File: config.mk
export PLATFORM = sky130hd
export DESIGN_NAME = pipeline_hazard_ctrl_flat
export DESIGN_NICKNAME = d
export VERILOG_FILES = /design/src/rtl/pipeline_hazard_ctrl_if.sv /design/src/rtl/pipeline_hazard_ctrl.sv /design/src/flat_wrapper.sv
export SDC_FILE = /design/constraint.sdc
export NUM_CORES = 1
export LEC_CHECK = 0
export BUFFER_PORTS_ARGS = -buffer_cell sky130_fd_sc_hd__buf_2
export CORE_AREA = 2 2 70 72
export DETAILED_ROUTE_END_ITERATION = 8
export DIE_AREA = 0 0 72 74
export PLACE_DENSITY = 0.86
export SLEW_MARGIN = 20
export SYNTH_ARGS = -nofsm -noshare
export SYNTH_HDL_FRONTEND = slang
export SYNTH_SLANG_ARGS = --single-unit
File: constraint.sdc
create_clock -name clk -period 4.9 [get_ports clk]
set_input_delay 0.98 -clock clk [delete_from_list [all_inputs] [get_ports clk]]
set_output_delay 0.98 -clock clk [all_outputs]
set_load 0.03 [all_outputs]
File: src/rtl/pipeline_hazard_ctrl_if.sv
// rtl/pipeline_hazard_ctrl_if.sv - hazard controller bundle between pipeline datapath and controller
//
// Purpose: groups the pipeline-stage register numbers and control bits consumed
// by the hazard controller together with the stall/flush/forward controls it returns.
// Modports:
//   master - the pipeline datapath: drives stage info, receives controls
//   slave  - the hazard controller: receives stage info, drives controls
// Parameter CNT_W sets the width of the StallCycles performance counter.
interface pipeline_hazard_ctrl_if #(
  parameter int CNT_W = 32
);
  logic [4:0]       Rs_D, Rt_D, Rs_E, Rt_E;
  logic [4:0]       WriteReg_E, WriteReg_M, WriteReg_W;
  logic             RegWrite_E, RegWrite_M, RegWrite_W;
  logic             MemtoReg_E, PCSrc_E, MulStart_E;
  logic             StallF, StallD, StallE;
  logic             FlushD, FlushE, FlushM;
  logic [1:0]       ForwardAE, ForwardBE;
  logic             MulBusy;
  logic [CNT_W-1:0] StallCycles;

  modport master (
    output Rs_D, Rt_D, Rs_E, Rt_E, WriteReg_E, WriteReg_M, WriteReg_W,
           RegWrite_E, RegWrite_M, RegWrite_W, MemtoReg_E, PCSrc_E, MulStart_E,
    input  StallF, StallD, StallE, FlushD, FlushE, FlushM,
           ForwardAE, ForwardBE, MulBusy, StallCycles
  );

  modport slave (
    input  Rs_D, Rt_D, Rs_E, Rt_E, WriteReg_E, WriteReg_M, WriteReg_W,
           RegWrite_E, RegWrite_M, RegWrite_W, MemtoReg_E, PCSrc_E, MulStart_E,
    output StallF, StallD, StallE, FlushD, FlushE, FlushM,
           ForwardAE, ForwardBE, MulBusy, StallCycles
  );
endinterface

File: src/rtl/pipeline_hazard_ctrl.sv
// rtl/pipeline_hazard_ctrl.sv - 5-stage MIPS hazard controller: forwarding, stalls, flushes, multiply hold
//
// Purpose: resolves load-use stalls and taken-branch flushes, selects Execute-stage
// forwarding sources, holds a multi-cycle multiply in Execute with a RUN/BUSY FSM
// and counts cycles in which the PC was held.
// Ports:
//   clk    - pipeline clock, rising edge
//   reset  - synchronous, active-high reset
//   hz     - slave side of pipeline_hazard_ctrl_if (stage info in, controls out)
// Parameters:
//   MUL_CYCLES - cycles a multiply occupies Execute (1 = no stall)
//   CNT_W      - width of the wrapping StallCycles counter
module pipeline_hazard_ctrl #(
  parameter int MUL_CYCLES = 4,
  parameter int CNT_W      = 32
) (
  input  logic                   clk,
  input  logic                   reset,
  pipeline_hazard_ctrl_if.slave  hz
);

  // Counter needs to hold MUL_CYCLES-2; keep at least one bit for the degenerate cases.
  localparam int            CW        = (MUL_CYCLES > 2) ? $clog2(MUL_CYCLES) : 1;
  localparam bit            MUL_MULTI = (MUL_CYCLES > 1);
  localparam logic [CW-1:0] CNT_INIT  = MUL_MULTI ? CW'(MUL_CYCLES - 2) : '0;

  typedef enum logic {RUN, BUSY} state_t;

  state_t           state, state_nxt;
  logic [CW-1:0]    cnt, cnt_nxt;
  logic [CNT_W-1:0] stall_cycles;
  logic             mulstall, lwstall;
  logic             stall_f, stall_d, stall_e;
  logic             flush_d, flush_e, flush_m;
  logic [1:0]       fwd_a, fwd_b;

  // The Execute destination is not needed by this controller; it is kept in the
  // bundle so the datapath wiring stays uniform across stages.
  logic unused_write_reg_e;
  assign unused_write_reg_e = ^hz.WriteReg_E;

  function automatic logic [1:0] fwd_sel(
    input logic [4:0] src,
    input logic       rw_m, input logic [4:0] wr_m,
    input logic       rw_w, input logic [4:0] wr_w
  );
    if (rw_m && wr_m != 5'd0 && wr_m == src)      return 2'b10;
    else if (rw_w && wr_w != 5'd0 && wr_w == src) return 2'b01;
    else                                          return 2'b00;
  endfunction

  always_ff @(posedge clk) begin
    if (reset) begin
      state <= RUN;
      cnt   <= '0;
    end else begin
      state <= state_nxt;
      cnt   <= cnt_nxt;
    end
  end

  // RUN cycle that sees the multiply plus the non-zero BUSY cycles are stalled;
  // the BUSY cnt==0 cycle lets the multiply advance, giving MUL_CYCLES in Execute.
  always_comb begin
    state_nxt = state;
    cnt_nxt   = cnt;
    mulstall  = 1'b0;
    case (state)
      RUN: begin
        if (hz.MulStart_E && MUL_MULTI) begin
          state_nxt = BUSY;
          cnt_nxt   = CNT_INIT;
          mulstall  = 1'b1;
        end
      end
      BUSY: begin
        if (cnt != '0) begin
          cnt_nxt  = cnt - CW'(1);
          mulstall = 1'b1;
        end else begin
          state_nxt = RUN;
        end
      end
      default: state_nxt = RUN;
    endcase
  end

  assign lwstall = hz.MemtoReg_E && hz.RegWrite_E && hz.Rt_E != 5'd0 &&
                   (hz.Rt_E == hz.Rs_D || hz.Rt_E == hz.Rt_D);

  always_comb begin
    stall_f = 1'b0;
    stall_d = 1'b0;
    stall_e = 1'b0;
    flush_d = 1'b0;
    flush_e = 1'b0;
    flush_m = 1'b0;
    fwd_a   = 2'b00;
    fwd_b   = 2'b00;
    if (reset) begin
      flush_d = 1'b1;
      flush_e = 1'b1;
      flush_m = 1'b1;
    end else begin
      fwd_a = fwd_sel(hz.Rs_E, hz.RegWrite_M, hz.WriteReg_M, hz.RegWrite_W, hz.WriteReg_W);
      fwd_b = fwd_sel(hz.Rt_E, hz.RegWrite_M, hz.WriteReg_M, hz.RegWrite_W, hz.WriteReg_W);
      if (mulstall) begin
        // Freeze everything up to Execute; Memory receives bubbles meanwhile.
        stall_f = 1'b1;
        stall_d = 1'b1;
        stall_e = 1'b1;
        flush_m = 1'b1;
      end else if (hz.PCSrc_E) begin
        // Taken branch squashes the load-dependent instruction, so no stall needed.
        flush_d = 1'b1;
        flush_e = 1'b1;
      end else if (lwstall) begin
        stall_f = 1'b1;
        stall_d = 1'b1;
        flush_e = 1'b1;
      end
    end
  end

  always_ff @(posedge clk) begin
    if (reset)        stall_cycles <= '0;
    else if (stall_f) stall_cycles <= stall_cycles + CNT_W'(1);
  end

  assign hz.StallF      = stall_f;
  assign hz.StallD      = stall_d;
  assign hz.StallE      = stall_e;
  assign hz.FlushD      = flush_d;
  assign hz.FlushE      = flush_e;
  assign hz.FlushM      = flush_m;
  assign hz.ForwardAE   = fwd_a;
  assign hz.ForwardBE   = fwd_b;
  assign hz.MulBusy     = (state == BUSY) && !reset;
  assign hz.StallCycles = stall_cycles;

endmodule

File: src/flat_wrapper.sv
// flat-port wrapper written by rule: the top's interface ports become plain ports
module pipeline_hazard_ctrl_flat 
#(
  parameter int MUL_CYCLES = 4,
  parameter int CNT_W      = 32
)
  (clk, reset, hz_Rs_D, hz_Rt_D, hz_Rs_E, hz_Rt_E, hz_WriteReg_E, hz_WriteReg_M, hz_WriteReg_W, hz_RegWrite_E, hz_RegWrite_M, hz_RegWrite_W, hz_MemtoReg_E, hz_PCSrc_E, hz_MulStart_E, hz_StallF, hz_StallD, hz_StallE, hz_FlushD, hz_FlushE, hz_FlushM, hz_ForwardAE, hz_ForwardBE, hz_MulBusy, hz_StallCycles);
  pipeline_hazard_ctrl_if #(.CNT_W(CNT_W)) hz_i ();
  input  logic clk;
  input  logic reset;
  input wire logic [$bits(hz_i.Rs_D)-1:0] hz_Rs_D;
  input wire logic [$bits(hz_i.Rt_D)-1:0] hz_Rt_D;
  input wire logic [$bits(hz_i.Rs_E)-1:0] hz_Rs_E;
  input wire logic [$bits(hz_i.Rt_E)-1:0] hz_Rt_E;
  input wire logic [$bits(hz_i.WriteReg_E)-1:0] hz_WriteReg_E;
  input wire logic [$bits(hz_i.WriteReg_M)-1:0] hz_WriteReg_M;
  input wire logic [$bits(hz_i.WriteReg_W)-1:0] hz_WriteReg_W;
  input wire logic [$bits(hz_i.RegWrite_E)-1:0] hz_RegWrite_E;
  input wire logic [$bits(hz_i.RegWrite_M)-1:0] hz_RegWrite_M;
  input wire logic [$bits(hz_i.RegWrite_W)-1:0] hz_RegWrite_W;
  input wire logic [$bits(hz_i.MemtoReg_E)-1:0] hz_MemtoReg_E;
  input wire logic [$bits(hz_i.PCSrc_E)-1:0] hz_PCSrc_E;
  input wire logic [$bits(hz_i.MulStart_E)-1:0] hz_MulStart_E;
  output wire logic [$bits(hz_i.StallF)-1:0] hz_StallF;
  output wire logic [$bits(hz_i.StallD)-1:0] hz_StallD;
  output wire logic [$bits(hz_i.StallE)-1:0] hz_StallE;
  output wire logic [$bits(hz_i.FlushD)-1:0] hz_FlushD;
  output wire logic [$bits(hz_i.FlushE)-1:0] hz_FlushE;
  output wire logic [$bits(hz_i.FlushM)-1:0] hz_FlushM;
  output wire logic [$bits(hz_i.ForwardAE)-1:0] hz_ForwardAE;
  output wire logic [$bits(hz_i.ForwardBE)-1:0] hz_ForwardBE;
  output wire logic [$bits(hz_i.MulBusy)-1:0] hz_MulBusy;
  output wire logic [$bits(hz_i.StallCycles)-1:0] hz_StallCycles;
  assign hz_i.Rs_D = hz_Rs_D;
  assign hz_i.Rt_D = hz_Rt_D;
  assign hz_i.Rs_E = hz_Rs_E;
  assign hz_i.Rt_E = hz_Rt_E;
  assign hz_i.WriteReg_E = hz_WriteReg_E;
  assign hz_i.WriteReg_M = hz_WriteReg_M;
  assign hz_i.WriteReg_W = hz_WriteReg_W;
  assign hz_i.RegWrite_E = hz_RegWrite_E;
  assign hz_i.RegWrite_M = hz_RegWrite_M;
  assign hz_i.RegWrite_W = hz_RegWrite_W;
  assign hz_i.MemtoReg_E = hz_MemtoReg_E;
  assign hz_i.PCSrc_E = hz_PCSrc_E;
  assign hz_i.MulStart_E = hz_MulStart_E;
  assign hz_StallF = hz_i.StallF;
  assign hz_StallD = hz_i.StallD;
  assign hz_StallE = hz_i.StallE;
  assign hz_FlushD = hz_i.FlushD;
  assign hz_FlushE = hz_i.FlushE;
  assign hz_FlushM = hz_i.FlushM;
  assign hz_ForwardAE = hz_i.ForwardAE;
  assign hz_ForwardBE = hz_i.ForwardBE;
  assign hz_MulBusy = hz_i.MulBusy;
  assign hz_StallCycles = hz_i.StallCycles;
  pipeline_hazard_ctrl #(.MUL_CYCLES(MUL_CYCLES), .CNT_W(CNT_W)) u_core (.clk(clk), .reset(reset), .hz(hz_i));
endmodule
# Word-level counts from Yosys, hierarchy flattened
# Cells that the tools add are included.
# Widths: inputs -> output; s select.
# totals
reg_bits,35
out_inout_bits,43
inputBits,43
# classes
muxes,25
n_addsub,2
eq_ne,8
reduce_logical,17
bitwise_logic,1
# ops
operator,n
$add 32x1->32 const B,1
$eq 5x5->1,6
$mux 1,17
$reduce_bool 5->1,3
$mux 2,6
$logic_and 1x1->1,10
$ne 2x2->1 const B,2
$pmux 2 s2,1
$pmux 1 s2,1
$reduce_and 2->1,1
$reduce_bool 2->1,1
$sub 2x1->2 const B,1
$logic_not 1->1,1
$logic_or 1x1->1,1
$not 1->1,1

# Longest topological paths before layout
# logic_depth
word_depth,7
ltp_mapped,10
ltp_nobuf,8

# Worst setup path before layout
# OpenSTA, ideal clock, no wires.
# synth_path
path_type,input -> output
from,in hz_WriteReg_M[0]
to,out hz_ForwardAE[0]
setup_slack_ps,1025
t_arrival_ps,2895
n_path_buf,0
cell_stages,4
path_cell_list,or4_1 o21ai_0 nor3_1 nor4_1
# synth_between
elab_chain_cells,5
# synth_lines
element,line,text
"start, declared",flat_wrapper.sv:16,input wire logic [$bits(hz_i.WriteReg_M)-1:0] hz_WriteReg_M;
$reduce_bool 5->1,pipeline_hazard_ctrl.sv:47,if (rw_m && wr_m != 5'd0 && wr_m == src) return 2'b10;
$logic_and 1x1->1,pipeline_hazard_ctrl.sv:47,
$logic_and 1x1->1 (*),pipeline_hazard_ctrl.sv:47,
$mux 2 (*),pipeline_hazard_ctrl.sv:47,
$mux 2 (*),pipeline_hazard_ctrl.sv:100,if (reset) begin
"end, declared",flat_wrapper.sv:30,output wire logic [$bits(hz_i.ForwardAE)-1:0] hz_ForwardAE;
# Every way passes the cells marked *; elsewhere a longest branch is shown, timed or not.

# Worst setup path in the final report
# layout_path
from,in reset
to,out hz_ForwardAE[0]
# layout_between
elab_chain_cells,1
# layout_lines
element,line,text
"start, declared",flat_wrapper.sv:10,input logic reset;
$mux 2,pipeline_hazard_ctrl.sv:100,
# No other way between the ends.

==> results.sh <==
export IMPL_hold_violations=0
export IMPL_via_per_inst=5.68
export IMPL_antenna_found_initial=0
export IMPL_power_density_nw_per_um2=234
export IMPL_final_layout_size_suffix_gt1_frac=0.278
export IMPL_min_from="u_core.cnt[1]"
export IMPL_drc=0
export IMPL_clk_pin_slew_ns=0.06
export IMPL_synth_area_leaders="dfxtp_1 32%, xnor2_1 9.2%, a21oi_1 6.2%"
export IMPL_dieWidth_um=72
export IMPL_p_leak_nw=1.06
export IMPL_cts_root_buffer="clkbuf_8"
export IMPL_synth_cell_type_count=37
export IMPL_final_area_um2=2650
export IMPL_synthCells=267
export IMPL_yosys_warnings=0
export IMPL_arrival_ns=2.66
export IMPL_coreArea_um2=4600
export IMPL_endpoint_kind="primary output"
export IMPL_grt_remaining_overflow=0
export IMPL_cts_repair_resized=0
export IMPL_gp_congestion=0.799
export IMPL_fin_skew_ns=0.00541
export IMPL_syn_to_final_growth_pct=21.5
export IMPL_required_ns=3.92
export IMPL_yosys_area_top_type="dfxtp_1"
export IMPL_crit_start="reset"
export IMPL_portBuffers=80
export IMPL_grt_pass1_wl_um=8630
export IMPL_cp_top_family="buffers and inverters"
export IMPL_holdWs_ns=0.488
export IMPL_slew_headroom=0.405
export IMPL_die_area_um2=5330
export IMPL_worst_path_max_fanout=40
export IMPL_ir_drop_uv=144
export IMPL_cts_max_path_buffers=2
export IMPL_final_setup_tns_ns=0
export IMPL_dp_hpwl_um=3930
export IMPL_chipHeight_um=74
export IMPL_layout_nets=382
export IMPL_worst_slew_pin_slew_ns=0.892
export IMPL_initial_core_util=0.474
export IMPL_io_pins=86
export IMPL_finalSetupViolations=0
export IMPL_fill_cells=428
export IMPL_track_usage=0.201
export IMPL_crit_path_top_delay_cell="or4_1"
export IMPL_wl_um=5260
export IMPL_placementRows=25
export IMPL_clock_fmax_mhz=275
export IMPL_dr_total_vias=2227
export IMPL_worst_path_buf_inv=3
export IMPL_first_pass_iters=4
export IMPL_numCtsBuffers=5
export IMPL_ant_nets=0
export IMPL_grt_start_max_net_pins=41
export IMPL_rr_startpoint="u_core.cnt[0]"
export IMPL_path_common_cell="buf_2"
export IMPL_syn_nets=312
export IMPL_diodes=0
export IMPL_slowest_delay_ns=0.53
export IMPL_crit_path_cell_trace="buf_2 > inv_1 > o211ai_1 > or4_1 > nor4_1 > buf_2"
export IMPL_r2r_cells=8
export IMPL_fin_crit_sh=0.743
export IMPL_numPlacedInstances=384
export IMPL_hold_class="reg -> reg"
export IMPL_drt_iter0_drc=68
export IMPL_final_cells=392
export IMPL_path_depth=6
export IMPL_asyncSetResetFlopFracSynth=0
export IMPL_rsz0062_at_grt="no"
export IMPL_slew_violations=0
export IMPL_htree_levels=2
export IMPL_synth_seq_cells=35
export IMPL_holdBufCountCts=0
export IMPL_post_cts_buffers=0
export IMPL_clock_latency_ns=0.29
export IMPL_min_path_cells=2
export IMPL_ys_seq_area_frac=0.322
export IMPL_ys_flop_type="dfxtp_1"
export IMPL_wl_per_cell_um=13.4
export IMPL_placed_cell_area_um2=2550
export IMPL_syn_area_um2=2180
export IMPL_synth_avg_cell_area_um2=8.16
export IMPL_critPathKind="in -> out"
export IMPL_worst_setup_path_start_kind="primary input"
export IMPL_status="completed"
export IMPL_cts_tree="done"
export IMPL_cts_sinks=35
export IMPL_maxCapViolCount=0
export IMPL_min_period_ns=3.64
export IMPL_yosysTopAreaCellShare=0.322
export IMPL_grt_pass1_vias=2014
export IMPL_synth_edf_count=0
==> through the flow <==
step                worst slack [ns]   util  total power (W)
global route                    1.12  0.576         0.000649
detailed placement              1.27  0.554         0.000396
CTS                             1.26  0.576         0.000626
floorplan                       1.02      -         0.000362
global placement                1.25  0.554         0.000393
finish                          1.26  0.576         0.000619
==> worst reg2reg max path, delay by kind of cell, from the launching register on <==
kind | cells | cell delay [ns]
flops | 1 | 0.36
fa+ha+maj | 1 | 0.19
simple gates | 3 | 1.21
compound gates | 3 | 0.68
buf+inv | 1 | 0.06
==> cells in the mapped netlist, drive strengths merged, types with 3 or more instances <==
cell type,n
dfxtp,35
a21oi,27
xnor2,23
nand3,19
or3,17
or4,16
o21ai,14
inv,12
o31ai,12
nand2,11
buf,10
nor2,10
xor2,10
clkbuf,8
and3,7
nor2b,5
nor3,5
nand4,4
nor4,3
==> final cells by class <==
type	instances	area (um^2)	share of cell area
Multi-Input combinational cell	202	1330	0.501
Sequential cell	35	701	0.265
Clock buffer	8	100	0.0378
Tap cell	54	67.6	0.0255
Timing Repair Buffer	81	408	0.154
Inverter	12	45.0	0.0170
==> registers in the layout, summed over array words and instances, names as in the netlist <==
signal	cells
u_core.hz.StallCycles	32
u_core.state	1
u_core.cnt	2
==> where the power goes <==
part | internal (W) | switching (W)
logic | 0.0000402 | 0.0000584
registers | 0.000288 | 0.00000258
clock network | 0.000128 | 0.000101
total | 0.000457 | 0.000162
==> routing by layer <==
| metal | vias up | wire length (um) | share of wire | global-route usage |
|---|---|---|---|---|
| li1 | 1121 | - | - | - |
| met1 | 1041 | 2200 | 0.42 | 0.241 |
| met2 | 61 | 2650 | 0.50 | 0.352 |
| met3 | 4 | 348 | 0.066 | 0.0556 |
| met4 | 0 | 55 | 0.010 | 0.0608 |
| met5 | - | 0 | 0 | 0 |
==> placed cells by master (no fill, tap or decap), types with 2 or more instances in the layout <==
cell type  instances
nor4_1             3
xnor2_1           23
o31ai_1           12
nor3_1             5
o211ai_1           2
or4_1             16
dfxtp_1           35
inv_1             12
and2_1             2
nor2_1            10
nor2b_1            5
ha_1               2
a22oi_2            2
a21oi_1           27
buf_2             80
nand2_1           10
nand3_1           19
nand4_1            4
xor2_1            10
and3_1             7
clkbuf_8           7
o21ai_0           14
or3_1             17
==> worst paths after layout <==
check	end	slack (ns)
max	hz_ForwardAE[0]	1.26
min reg2reg	u_core.cnt[1]	0.49
min	u_core.cnt[1]	0.49
max reg2reg	u_core.hz.StallCycles[13]	2.32
==> kinds of logic after synthesis <==
| logic type | after synthesis | share of synthesized area |
|---|---|---|
| adder cells (fa/ha/maj) | 2 | 0.0115 |
| AO/OA/AOI/OAI | 65 | 0.187 |
| XOR/XNOR | 33 | 0.133 |
| buffers and inverters | 30 | 0.0695 |
| multiplexers | 2 | 0.00976 |
| flip-flops | 35 | 0.322 |
| AND/OR/NAND/NOR | 100 | 0.268 |
Note: power is estimated with default switching activity, not from simulation.
